**src/rtl/util_sgmii_pkg.sv**
```systemverilog
// Shared types and constants for the SGMII link monitor: FSM state encoding,
// PCS status_vector bit positions and speed codes.
package util_sgmii_pkg;

  typedef enum logic [2:0] {
    ST_DOWN,
    ST_QUALIFY,
    ST_UP,
    ST_RECOVER,
    ST_HOLDOFF
  } link_mon_state_t;

  localparam int STS_LINK      = 0;
  localparam int STS_SYNC      = 1;
  localparam int STS_SPEED_LSB = 10;
  localparam int STS_DUPLEX    = 12;

  localparam logic [1:0] SPEED_10M  = 2'b00;
  localparam logic [1:0] SPEED_100M = 2'b01;
  localparam logic [1:0] SPEED_1G   = 2'b10;

  function automatic int max_of(input int a, input int b);
    return (a > b) ? a : b;
  endfunction

endpackage

```
**src/rtl/util_sync_ff.sv**
```systemverilog
// Two-flop synchroniser for quasi-static status bits crossing into clk.
// Both stages reset to zero.
module util_sync_ff #(
  parameter int WIDTH = 1
) (
  input  logic             clk,
  input  logic             rst,
  input  logic [WIDTH-1:0] d,
  output logic [WIDTH-1:0] q
);

  logic [WIDTH-1:0] meta;

  // NOTE: sequential state uses non-blocking assignments so every flop samples
  // pre-edge values; blocking here would collapse the two stages into one.
  always_ff @(posedge clk) begin
    if (rst) begin
      meta <= '0;
      q    <= '0;
    end else begin
      meta <= d;
      q    <= meta;
    end
  end

endmodule

```
**src/rtl/util_sgmii_link_monitor.sv**
```systemverilog
// SGMII PCS/PMA link supervisor: debounced link_up, speed/duplex latch, PCS
// reset on sync timeout, event counters. Optional irq via UTIL_SGMII_LINK_MONITOR_IRQ_EN.
module util_sgmii_link_monitor
  import util_sgmii_pkg::*;
#(
  parameter int DEBOUNCE_CYCLES = 1250000,
  parameter int SYNC_TIMEOUT    = 12500000,
  parameter int RESET_CYCLES    = 16,
  parameter int HOLDOFF_CYCLES  = 1250000,
  parameter int COUNT_WIDTH     = 16
) (
  input  logic                   clk,
  input  logic                   rst,
  input  logic                   link_status,
  input  logic                   link_sync,
  input  logic [1:0]             speed,
  input  logic                   duplex,
  input  logic                   clr_counters,
  output logic                   link_up,
  output logic [1:0]             link_speed,
  output logic                   link_duplex,
  output logic                   pcs_reset,
  output logic [COUNT_WIDTH-1:0] link_down_count,
  output logic [COUNT_WIDTH-1:0] retrain_count
`ifdef UTIL_SGMII_LINK_MONITOR_IRQ_EN
  ,
  output logic                   irq,
  input  logic                   irq_ack
`endif
);

  localparam int TIMER_MAX = max_of(max_of(DEBOUNCE_CYCLES, SYNC_TIMEOUT),
                                    max_of(RESET_CYCLES, HOLDOFF_CYCLES));
  localparam int TIMER_W   = $clog2(TIMER_MAX + 1);

  typedef logic [TIMER_W-1:0] timer_t;

  localparam timer_t DEB_LAST  = timer_t'(DEBOUNCE_CYCLES - 1);
  localparam timer_t TO_LAST   = timer_t'(SYNC_TIMEOUT - 1);
  localparam timer_t RST_LAST  = timer_t'(RESET_CYCLES - 1);
  localparam timer_t HOLD_LAST = timer_t'(HOLDOFF_CYCLES - 1);
  localparam logic [COUNT_WIDTH-1:0] CNT_MAX = '1;

  link_mon_state_t state, next_state;
  timer_t          timer, timer_next;
  logic            status_s, sync_s, link_ok;
  logic            qual_done, drop_evt, retrain_evt;

  util_sync_ff #(.WIDTH(1)) u_sync_status (
    .clk (clk),
    .rst (rst),
    .d   (link_status),
    .q   (status_s)
  );

  util_sync_ff #(.WIDTH(1)) u_sync_sync (
    .clk (clk),
    .rst (rst),
    .d   (link_sync),
    .q   (sync_s)
  );

  assign link_ok = status_s & sync_s;

  // NOTE: every output of this block gets a default before the case, so no
  // path leaves a signal unassigned and no latch is inferred.
  always_comb begin
    next_state  = state;
    timer_next  = timer + 1'b1;
    qual_done   = 1'b0;
    drop_evt    = 1'b0;
    retrain_evt = 1'b0;
    unique case (state)
      ST_DOWN: begin
        if (link_ok) begin
          next_state = ST_QUALIFY;
          timer_next = '0;
        end else if (timer == TO_LAST) begin
          next_state  = ST_RECOVER;
          timer_next  = '0;
          retrain_evt = 1'b1;
        end
      end
      ST_QUALIFY: begin
        // A drop on the final debounce cycle still aborts qualification.
        if (!link_ok) begin
          next_state = ST_DOWN;
          timer_next = '0;
        end else if (timer == DEB_LAST) begin
          next_state = ST_UP;
          timer_next = '0;
          qual_done  = 1'b1;
        end
      end
      ST_UP: begin
        timer_next = '0;
        if (!link_ok) begin
          next_state = ST_DOWN;
          drop_evt   = 1'b1;
        end
      end
      ST_RECOVER: begin
        if (timer == RST_LAST) begin
          next_state = ST_HOLDOFF;
          timer_next = '0;
        end
      end
      ST_HOLDOFF: begin
        if (timer == HOLD_LAST) begin
          next_state = ST_DOWN;
          timer_next = '0;
        end
      end
      default: begin
        next_state = ST_DOWN;
        timer_next = '0;
      end
    endcase
  end

  always_ff @(posedge clk) begin
    if (rst) begin
      state       <= ST_DOWN;
      timer       <= '0;
      link_up     <= 1'b0;
      link_speed  <= SPEED_10M;
      link_duplex <= 1'b0;
      pcs_reset   <= 1'b0;
    end else begin
      state     <= next_state;
      timer     <= timer_next;
      link_up   <= (next_state == ST_UP);
      // Retimed off the state register: glitch-free, trails RECOVER by a cycle.
      pcs_reset <= (state == ST_RECOVER);
      if (qual_done) begin
        link_speed  <= speed;
        link_duplex <= duplex;
      end
    end
  end

  // Clear has priority over a coincident increment; counts saturate.
  always_ff @(posedge clk) begin
    if (rst || clr_counters) begin
      link_down_count <= '0;
      retrain_count   <= '0;
    end else begin
      if (drop_evt && (link_down_count != CNT_MAX))
        link_down_count <= link_down_count + 1'b1;
      if (retrain_evt && (retrain_count != CNT_MAX))
        retrain_count <= retrain_count + 1'b1;
    end
  end

`ifdef UTIL_SGMII_LINK_MONITOR_IRQ_EN
  logic irq_set;

  assign irq_set = ((next_state == ST_UP) != link_up) || retrain_evt;

  always_ff @(posedge clk) begin
    if (rst)          irq <= 1'b0;
    else if (irq_set) irq <= 1'b1;
    else if (irq_ack) irq <= 1'b0;
  end
`endif

endmodule
```
**config.mk**
```make
export PLATFORM = sky130hd
export DESIGN_NAME = util_sgmii_link_monitor
export DESIGN_NICKNAME = d
export VERILOG_FILES = /design/src/rtl/util_sgmii_pkg.sv /design/src/rtl/util_sync_ff.sv /design/src/rtl/util_sgmii_link_monitor.sv
export SDC_FILE = /design/constraint.sdc
export NUM_CORES = 1
export LEC_CHECK = 0
export CORE_MARGIN = 5
export CORE_UTILIZATION = 53
export CTS_CLUSTER_SIZE = 8
export DETAILED_ROUTE_END_ITERATION = 6
export HOLD_SLACK_MARGIN = 0.08
export PLACE_DENSITY = 0.87
export SLEW_MARGIN = 30
export SYNTH_ARGS = -nofsm -noshare
export SYNTH_HDL_FRONTEND = slang
export SYNTH_SLANG_ARGS = --single-unit
```
**constraint.sdc**
```tcl
create_clock -name clk -period 3.07 [get_ports clk]
set_input_delay 0.614 -clock clk [delete_from_list [all_inputs] [get_ports clk]]
set_output_delay 0.614 -clock clk [all_outputs]
set_load 0.005 [all_outputs]
```
==> Word-level counts from Yosys, hierarchy flattened <==
Index checks and enable logic that the tools add are counted.
{ "word_totals": {"wordCells": 52, "regBits": 68, "inputBits": 8} }
{ "classes": {"add_sub_neg": 3, "eq_ne": 10, "n_bitwise": 1, "n_reduce_logical": 4, "n_mux": 22} }
{ "ops": {"columns": ["operator", "n"], "rows": [
  ["two-way mux 24 bit", 5],
  ["case mux 24 bit (4 select lines)", 1],
  ["adder 16 x 1 -> 16 bit (second input constant)", 2],
  ["inequality test 16 bit (second input constant)", 2],
  ["adder 24 x 1 -> 24 bit (second input constant)", 1],
  ["== test 24 x 21 -> 1 bit (second input constant)", 1],
  ["== test 24 bit (second input constant)", 1],
  ["== test 24 x 4 -> 1 bit (second input constant)", 1],
  ["two-way mux 3 bit", 7],
  ["case mux 3 bit (5 select lines)", 1],
  ["== test 3 x 2 -> 1 bit (second input constant)", 3],
  ["two-way mux 1 bit", 8],
  ["== test 3 x 1 -> 1 bit (second input constant)", 1],
  ["== test 3 bit (second input constant)", 1],
  ["logical NOT 3 bit", 1],
  ["logical AND 1 bit", 2],
  ["bitwise AND 1 bit", 1],
  ["logical OR 1 bit", 1]
]} }

==> Logic depth before layout (Yosys ltp) <==
Gate-level depths: netlist of run 1.
{ "depth": {"ltp_word": 5, "ltp_mapped": 7, "depth_no_buf": 6} }

==> Cells and area by module <==
Synthesis of run 1 repeated with hierarchy kept, for this count alone.
{ "hier_totals": {"cells_unflattened": 387, "area_unflattened_um2": 3313.2} }
{ "modules_own_cells": {"columns": ["module", "instances", "seq_area_each_um2", "area_each_um2", "cells_each"], "rows": [
  ["util_sgmii_link_monitor", 1, 1281.2, 3208.1, 379],
  ["util_sync_ff", 2, 40.0, 52.6, 4]
]} }

==> Worst setup path after synthesis of run 1 <==
No wires, ideal clock.
{ "synth_timing": {"kind": "reg2reg", "from": "register state[0]", "to": "register retrain_count[8]", "period_less_slack_ps": 2411, "n_path_buf": 2, "t_arrival_ps": 2340, "path_stages_with_launch": 8, "required_time_ps": 3000, "setup_ps": 70, "path_slack_ps": 659, "cell_sequence": "dfxtp_1 > buf_2 > or3_1 > or4_4 > or3_1 > buf_2 > or4_1 > a21oi_1"} }
{ "synth_via": {"elab_chain_cells": 3} }
{ "synth_lines": {"columns": ["element", "line_no", "text"], "rows": [
  ["start, declared", "util_sgmii_link_monitor.sv:44", "link_mon_state_t state, next_state;"],
  ["start signal, assigned", "util_sgmii_link_monitor.sv:130", "state <= next_state;"],
  ["logical NOT 3 bit", "util_sgmii_link_monitor.sv:73", "unique case (state)"],
  ["two-way mux 1 bit", "util_sgmii_link_monitor.sv:73", null],
  ["logical AND 1 bit", "util_sgmii_link_monitor.sv:150", "if (retrain_evt && (retrain_count != CNT_MAX))"],
  ["end signal, assigned", "util_sgmii_link_monitor.sv:151", "retrain_count <= retrain_count + 1'b1;"],
  ["end, declared", "util_sgmii_link_monitor.sv:24", "output logic [COUNT_WIDTH-1:0] retrain_count"]
]} }
No other way between the ends.
A chain may end at the register's enable or synchronous reset.

==> Worst setup path in the final report of run 1 <==
{ "layout_timing": {"from": "register timer[0]", "to": "register retrain_count[8]"} }
{ "layout_via": {"elab_chain_cells": 5} }
{ "layout_lines": {"columns": ["element", "line_no", "text"], "rows": [
  ["start, declared", "util_sgmii_link_monitor.sv:45", "timer_t timer, timer_next;"],
  ["start signal, assigned", "util_sgmii_link_monitor.sv:131", "timer <= timer_next;"],
  ["== test 24 bit", "util_sgmii_link_monitor.sv:78", "end else if (timer == TO_LAST) begin"],
  ["two-way mux 1 bit", "util_sgmii_link_monitor.sv:78", null],
  ["two-way mux 1 bit", "util_sgmii_link_monitor.sv:75", "if (link_ok) begin"],
  ["two-way mux 1 bit", "util_sgmii_link_monitor.sv:73", null],
  ["logical AND 1 bit", "util_sgmii_link_monitor.sv:150", null]
]} }
No other way between the ends.

==> results_dict.tcl, run 1 <==
set metrics [dict create \
    synth.area.top_cells "dfxtp_1, nor2_1, xnor2_1, nand3_1, a21oi_1" \
    drt_iter0_markers 165 \
    cts.reportedPaths.clkPinSlew_ns 0.07 \
    vias 3036 \
    crit_arrival_ns 2.83 \
    power_per_cell_area_mw_per_mm2 424.7 \
    die_area_mm2 0.007773 \
    drc 0 \
    synthTopCellsByCount "dfxtp_1, nor2_1, nand3_1" \
    wl_per_cell_um 14.17 \
    n_antenna_cell 0 \
    rsz0062_at_grt "no" \
    ir_worst_vdd_mv 0.4179 \
    antenna_found_initial 0 \
    p_int_mw 1.343 \
    die_w_um 88.17 \
    max_freq_mhz 391.9 \
    tightest_slew_ns 0.7393 \
    cpPeakStageDelay_ns 0.60 \
    status "completed" \
    num-fill-cells 474 \
    overflow 0 \
    cp-start-kind "flop" \
    synthArstFlopShare_pct 0 \
    crit_fanout 10 \
    crit_family "simple AND/OR/NAND/NOR gates" \
    finalSetupViolCount 0 \
    synth-edff-count 0 \
    yosysMostFrequentCell "dfxtp_1" \
    crit_chain "ha_1, and4_1, nand4_1, or3_1, or4_1, a21oi_1" \
    holdCritPathClass "flop to flop" \
    syn_nets 398 \
    clkPwrFrac_pct 44.5 \
    slew_violations 0 \
    fin_crit_ns 2.552 \
    yosysSeqAreaShare_pct 42.04 \
    skew_ns 0.01237 \
    clk_path_buf_depth 2 \
    wl_um 7255 \
    area_growth_pct 22.10 \
    die_h_um 88.17 \
    layout.nets 444 \
    hold_viol_final 0 \
    insertion_delay_ns 0.35 \
    synth_flop_cell "dfxtp_1" \
    cts_buffers 9 \
    seqPwrFrac_pct 53.2 \
    p_switching_mw 0.3357 \
    viasPerCell 5.930 \
    switching_share_pct 19.99 \
    crit_type "flop to flop" \
    syn_inst 387 \
    synth_top_area_share_pct 42.04 \
    grt_max_degree 26 \
    cpMaxStageDelayCell "or3_1" \
    end_kind "flop" \
    post-route-period-util_pct 83.12 \
    io_pins 45 \
    p_leak_nw 1.279 \
    critPathRequiredTime_ns 3.35 \
    worst-path-buf-inv 0 \
    grt_pass1_wl_um 12410 \
    start_util_pct 54.69 \
    grt_pass1_vias 2769 \
    cts_max_level 3 \
    post_cts_buffers 0 \
    drt_pass1_iterations 4 \
    grt_usage_pct 20.30 \
    port_buffers 44 \
    drive_above_1_share_pct 6.407 \
    row_count 28 \
    synth.avg_cell_area_um2 8.367 \
    total_power_mw 1.679 \
    root_buffer "clkbuf_8" \
    dp_hpwl_um 5277 \
    cts_hold_buf 0 \
    synth_area_mm2 0.003238 \
    p_comb_share_pct 2.3 \
    totalNegativeSetupSlack_ns 0 \
    cts_resized 0 \
    synth_seq_cells 68 \
    maxCapViolCount 0 \
    relSlewSlack_pct 50.34 \
    synth_top_area_cell "dfxtp_1" \
    cts_tree "done" \
    cts_num_sinks 68 \
    place_congestion 0.8887 \
    core_area_mm2 0.005921 \
    ant_nets 0 \
    ys_types 40 \
    reg2reg_slack_ns 0.52 \
    yosysWarningCount 0 \
]
==> power by group through the flow <==
| stage | clock, mW | sequential, mW | combinational, mW |
|---|---|---|---|
| 2_1_floorplan | 0 | 0.912 | 0.0229 |
| 3_3_place_gp | 0 | 0.912 | 0.0383 |
| 3_5_place_dp | 0 | 0.913 | 0.0388 |
| 4_1_cts | 0.758 | 0.893 | 0.0391 |
| 5_1_grt | 0.807 | 0.893 | 0.0437 |
| 6_report | 0.747 | 0.893 | 0.0390 |
==> area by class of cell <==
class                   instances  area (um^2)  share of cell area [%]
clock buffers                  14        172.7                   4.367
multi-input cells             294         1780                   45.03
well taps                      75        93.84                   2.373
inverters                      12        45.04                   1.139
flip-flops and latches         68         1361                   34.43
clock inverters                 1        30.03                  0.7595
repair buffers                 48        470.5                   11.90
==> cells in the final DEF, fill, tap and decap left out, drive strengths merged, types with 5 or more instances in the layout <==
master | Yosys | layout
nand2 | 26 | 26
or3 | 5 | 5
nand4 | 17 | 17
nor3 | 9 | 9
and3 | 7 | 7
a31o | 6 | 6
and4 | 7 | 7
o21ai | 5 | 5
inv | 12 | 12
o31ai | 6 | 6
mux2i | 5 | 5
nor2 | 57 | 57
xnor2 | 24 | 24
clkbuf | 11 | 14
nor4 | 10 | 10
dfxtp | 68 | 68
nor2b | 8 | 8
a21oi | 22 | 22
nand3 | 27 | 27
or4 | 9 | 9
a21o | 5 | 5
and2 | 6 | 6
xor2 | 10 | 10
clkdlybuf4s50 | 0 | 44
==> through the flow <==
stage                     cells  area, um^2  hold slack, ns  util (%)  setup slack [ns]
final                       512        3954          0.4473     66.78            0.5183
after floorplan             387        3238          0.4138         -            0.6592
after global placement      497        3751          0.4175     63.36            0.5959
after detailed placement    497        3751          0.4345     63.36            0.5549
after global routing        512        3954          0.4770     66.78            0.3162
after CTS                   512        3954          0.4507     66.78            0.5576
==> per-layer routing <==
metal	vias up	global-route usage [%]	share of wire [%]
met1	1432	24.72	44
met5	-	0	0
met2	104	33.51	48
li1	1489	-	-
met3	11	5.362	6.7
met4	0	9.203	1.5
==> sequential cells by signal, indices dropped and copies added, names as in the netlist <==
name and count:
retrain_count 16, state 3, link_speed 2, u_sync_status.q 1, timer 24, u_sync_sync.q 1
u_sync_status.meta 1, link_duplex 1, pcs_reset 1, link_down_count 16, u_sync_sync.meta 1, link_up 1
==> path summary, 6_finish.rpt <==
| check | start | endpoint | cells after the start |
|---|---|---|---|
| min reg2reg | u_sync_sync.meta$_SDFF_PP0_ | u_sync_sync.q$_SDFF_PP0_ | 1 |
| max | timer[0]$_SDFF_PP0_ | retrain_count[8]$_SDFFE_PP0P_ | 6 |
| max reg2reg | timer[0]$_SDFF_PP0_ | retrain_count[8]$_SDFFE_PP0P_ | 6 |
| min | u_sync_sync.meta$_SDFF_PP0_ | u_sync_sync.q$_SDFF_PP0_ | 1 |
==> logic make-up (layout without fill, tap and decap cells) <==
family | after synthesis | in the layout | share of synthesized area, %
XOR/XNOR | 34 | 34 | 9.196
AO/OA/AOI/OAI | 56 | 56 | 11.36
buffers and inverters | 25 | 75 | 2.975
flip-flops | 68 | 68 | 42.04
multiplexers | 5 | 5 | 1.546
adder cells (fa/ha/maj) | 3 | 3 | 1.159
AND/OR/NAND/NOR | 196 | 196 | 31.72
(Power assumes the default switching activity.)
==> inputs of run 2 (changes only) <==
==> constraint.sdc (replaced) <==
create_clock -name clk -period 2.4 [get_ports clk]
set_input_delay 0.48 -clock clk [delete_from_list [all_inputs] [get_ports clk]]
set_output_delay 0.48 -clock clk [all_outputs]
set_load 0.005 [all_outputs]
==> results_dict.tcl, run 2 (synthesis results as in run 1) <==
set metrics [dict create \
    cp-start-kind "flop" \
    area_growth_pct 28.32 \
    root_buffer "clkbuf_8" \
    cts_tree "done" \
    port_buffers 44 \
    overflow 0 \
    utilization_pct 70.18 \
    maxCapViolCount 0 \
    die_h_um 88.17 \
    critPathRequiredTime_ns 2.67 \
    cts_num_sinks 68 \
    status "completed" \
    fin_crit_ns 2.351 \
    reg2reg_slack_ns 0.05 \
    finalSetupViolCount 0 \
    p_leak_nw 1.402 \
    skew_ns 0.01067 \
    cts_max_level 3 \
    rsz0062_at_grt "no" \
    final_cell_mix "dfxtp_1, nor2_1, clkdlybuf4s50_1, nand3_1, buf_4" \
    power_per_cell_area_mw_per_mm2 519.3 \
    ir_worst_vdd_mv 0.4018 \
    crit_type "flop to flop" \
    place_area_mm2 0.003916 \
    hold_viol_final 0 \
    layout_commonest_cell "dfxtp_1" \
    largest_reg_flops 24 \
    wl_um 8196 \
    final_area_mm2 0.004155 \
    cts.reportedPaths.clkPinSlew_ns 0.07 \
    n_antenna_cell 0 \
    viasPerCell 5.817 \
    grt_max_degree 25 \
    clk_path_buf_depth 2 \
    r2r-end "retrain_count[14]$_SDFFE_PP0P_" \
    dp_hpwl_um 5754 \
    wl_per_cell_um 15.29 \
    die_area_mm2 0.007773 \
    io_pins 45 \
    insertion_delay_ns 0.34 \
    crit_fanout 5 \
    grt_pass1_vias 3001 \
    ant_nets 0 \
    total_power_mw 2.158 \
    grt_usage_pct 22.22 \
    tightest_slew_ns 0.7243 \
    worstHoldStart "u_sync_status.meta$_SDFF_PP0_" \
    place_congestion 0.8616 \
    max_freq_mhz 425.4 \
    die_w_um 88.17 \
    start_util_pct 54.69 \
    vias 3118 \
    r2r_cells 5 \
    antenna_found_initial 0 \
    totalNegativeSetupSlack_ns 0 \
    min_to "u_sync_status.q$_SDFF_PP0_" \
    drc 0 \
    reg_top3 "timer (24), link_down_count (16), retrain_count (16)" \
    relSlewSlack_pct 51.27 \
    cts_buffers 9 \
    post-route-period-util_pct 97.94 \
    drt_iter0_markers 162 \
    grt_pass1_wl_um 13610 \
    r2r_start "timer[21]$_SDFF_PP0_" \
    core_area_mm2 0.005921 \
    startpoint "timer[21]$_SDFF_PP0_" \
    end_kind "flop" \
    holdCritPathClass "flop to flop" \
    regMostFlops "timer" \
    row_count 28 \
    slew_violations 0 \
    drive_above_1_share_pct 13.02 \
    crit_arrival_ns 2.62 \
    layout.nets 467 \
    drt_pass1_iterations 4 \
    worstHoldPathCells 1 \
]
[run 2: through the flow]
step / instances / setup WS, ns / hold slack (ns)
after global placement: 519 / 0.05794 / 0.4404
after CTS: 535 / 0.04575 / 0.4571
after detailed placement: 519 / 0.01496 / 0.4462
after floorplan: 387 / 0.02598 / 0.4138
after global routing: 536 / 0.008809 / 0.4603
final: 536 / 0.04935 / 0.4517
[run 2: metal layers]
| metal | share of wire (%) | vias up | global-route usage, % |
|---|---|---|---|
| met5 | 0 | - | 0 |
| met1 | 41 | 1457 | 26.35 |
| met4 | 2.5 | 0 | 9.890 |
| li1 | - | 1529 | - |
| met3 | 6.8 | 23 | 6.303 |
| met2 | 50 | 109 | 37.32 |
[run 2: final cells by class]
class | instances | area [um^2]
repair buffers | 71 | 643.1
flip-flops and latches | 68 | 1363
inverters | 12 | 45.04
clock inverters | 4 | 47.55
fillers | 444 | 1765
clock buffers | 12 | 155.1
well taps | 75 | 93.84
multi-input cells | 294 | 1808
[run 2: timing repair]
action	4_1_cts	5_1_grt
buffers inserted	0	1
resized for setup	1	6
hold buffers	0	0
pin swaps	0	1
endpoints found under the setup margin	2	7
[run 2: worst max path at each step]
| stage | slack, ns | depth (start not counted) | endpoint |
|---|---|---|---|
| after detailed placement | 0.01 | 5 | retrain_count[8]$_SDFFE_PP0P_ |
| after CTS | 0.05 | 5 | retrain_count[15]$_SDFFE_PP0P_ |
| after global routing | 0.009 | 5 | retrain_count[14]$_SDFFE_PP0P_ |
| after global placement | 0.06 | 5 | retrain_count[8]$_SDFFE_PP0P_ |
| after floorplan | 0.03 | 7 | retrain_count[8]$_SDFFE_PP0P_ |
| final | 0.05 | 5 | retrain_count[14]$_SDFFE_PP0P_ |
[run 2: critical path, cell delays in order (launching register included)]
cell and delay, ns:
dfxtp_1 0.41, nand4_1 0.17, or4_4 0.60, or4_1 0.58, or3_1 0.35, a21oi_1 0.17
[run 2: power by group]
group | leakage, nW | total (mW) | internal, mW | switching [mW]
clock network | 0.102 | 0.959 | 0.533 | 0.426
logic | 0.750 | 0.0562 | 0.0252 | 0.0310
registers | 0.549 | 1.14 | 1.14 | 0.00667
total | 1.40 | 2.16 | 1.69 | 0.464
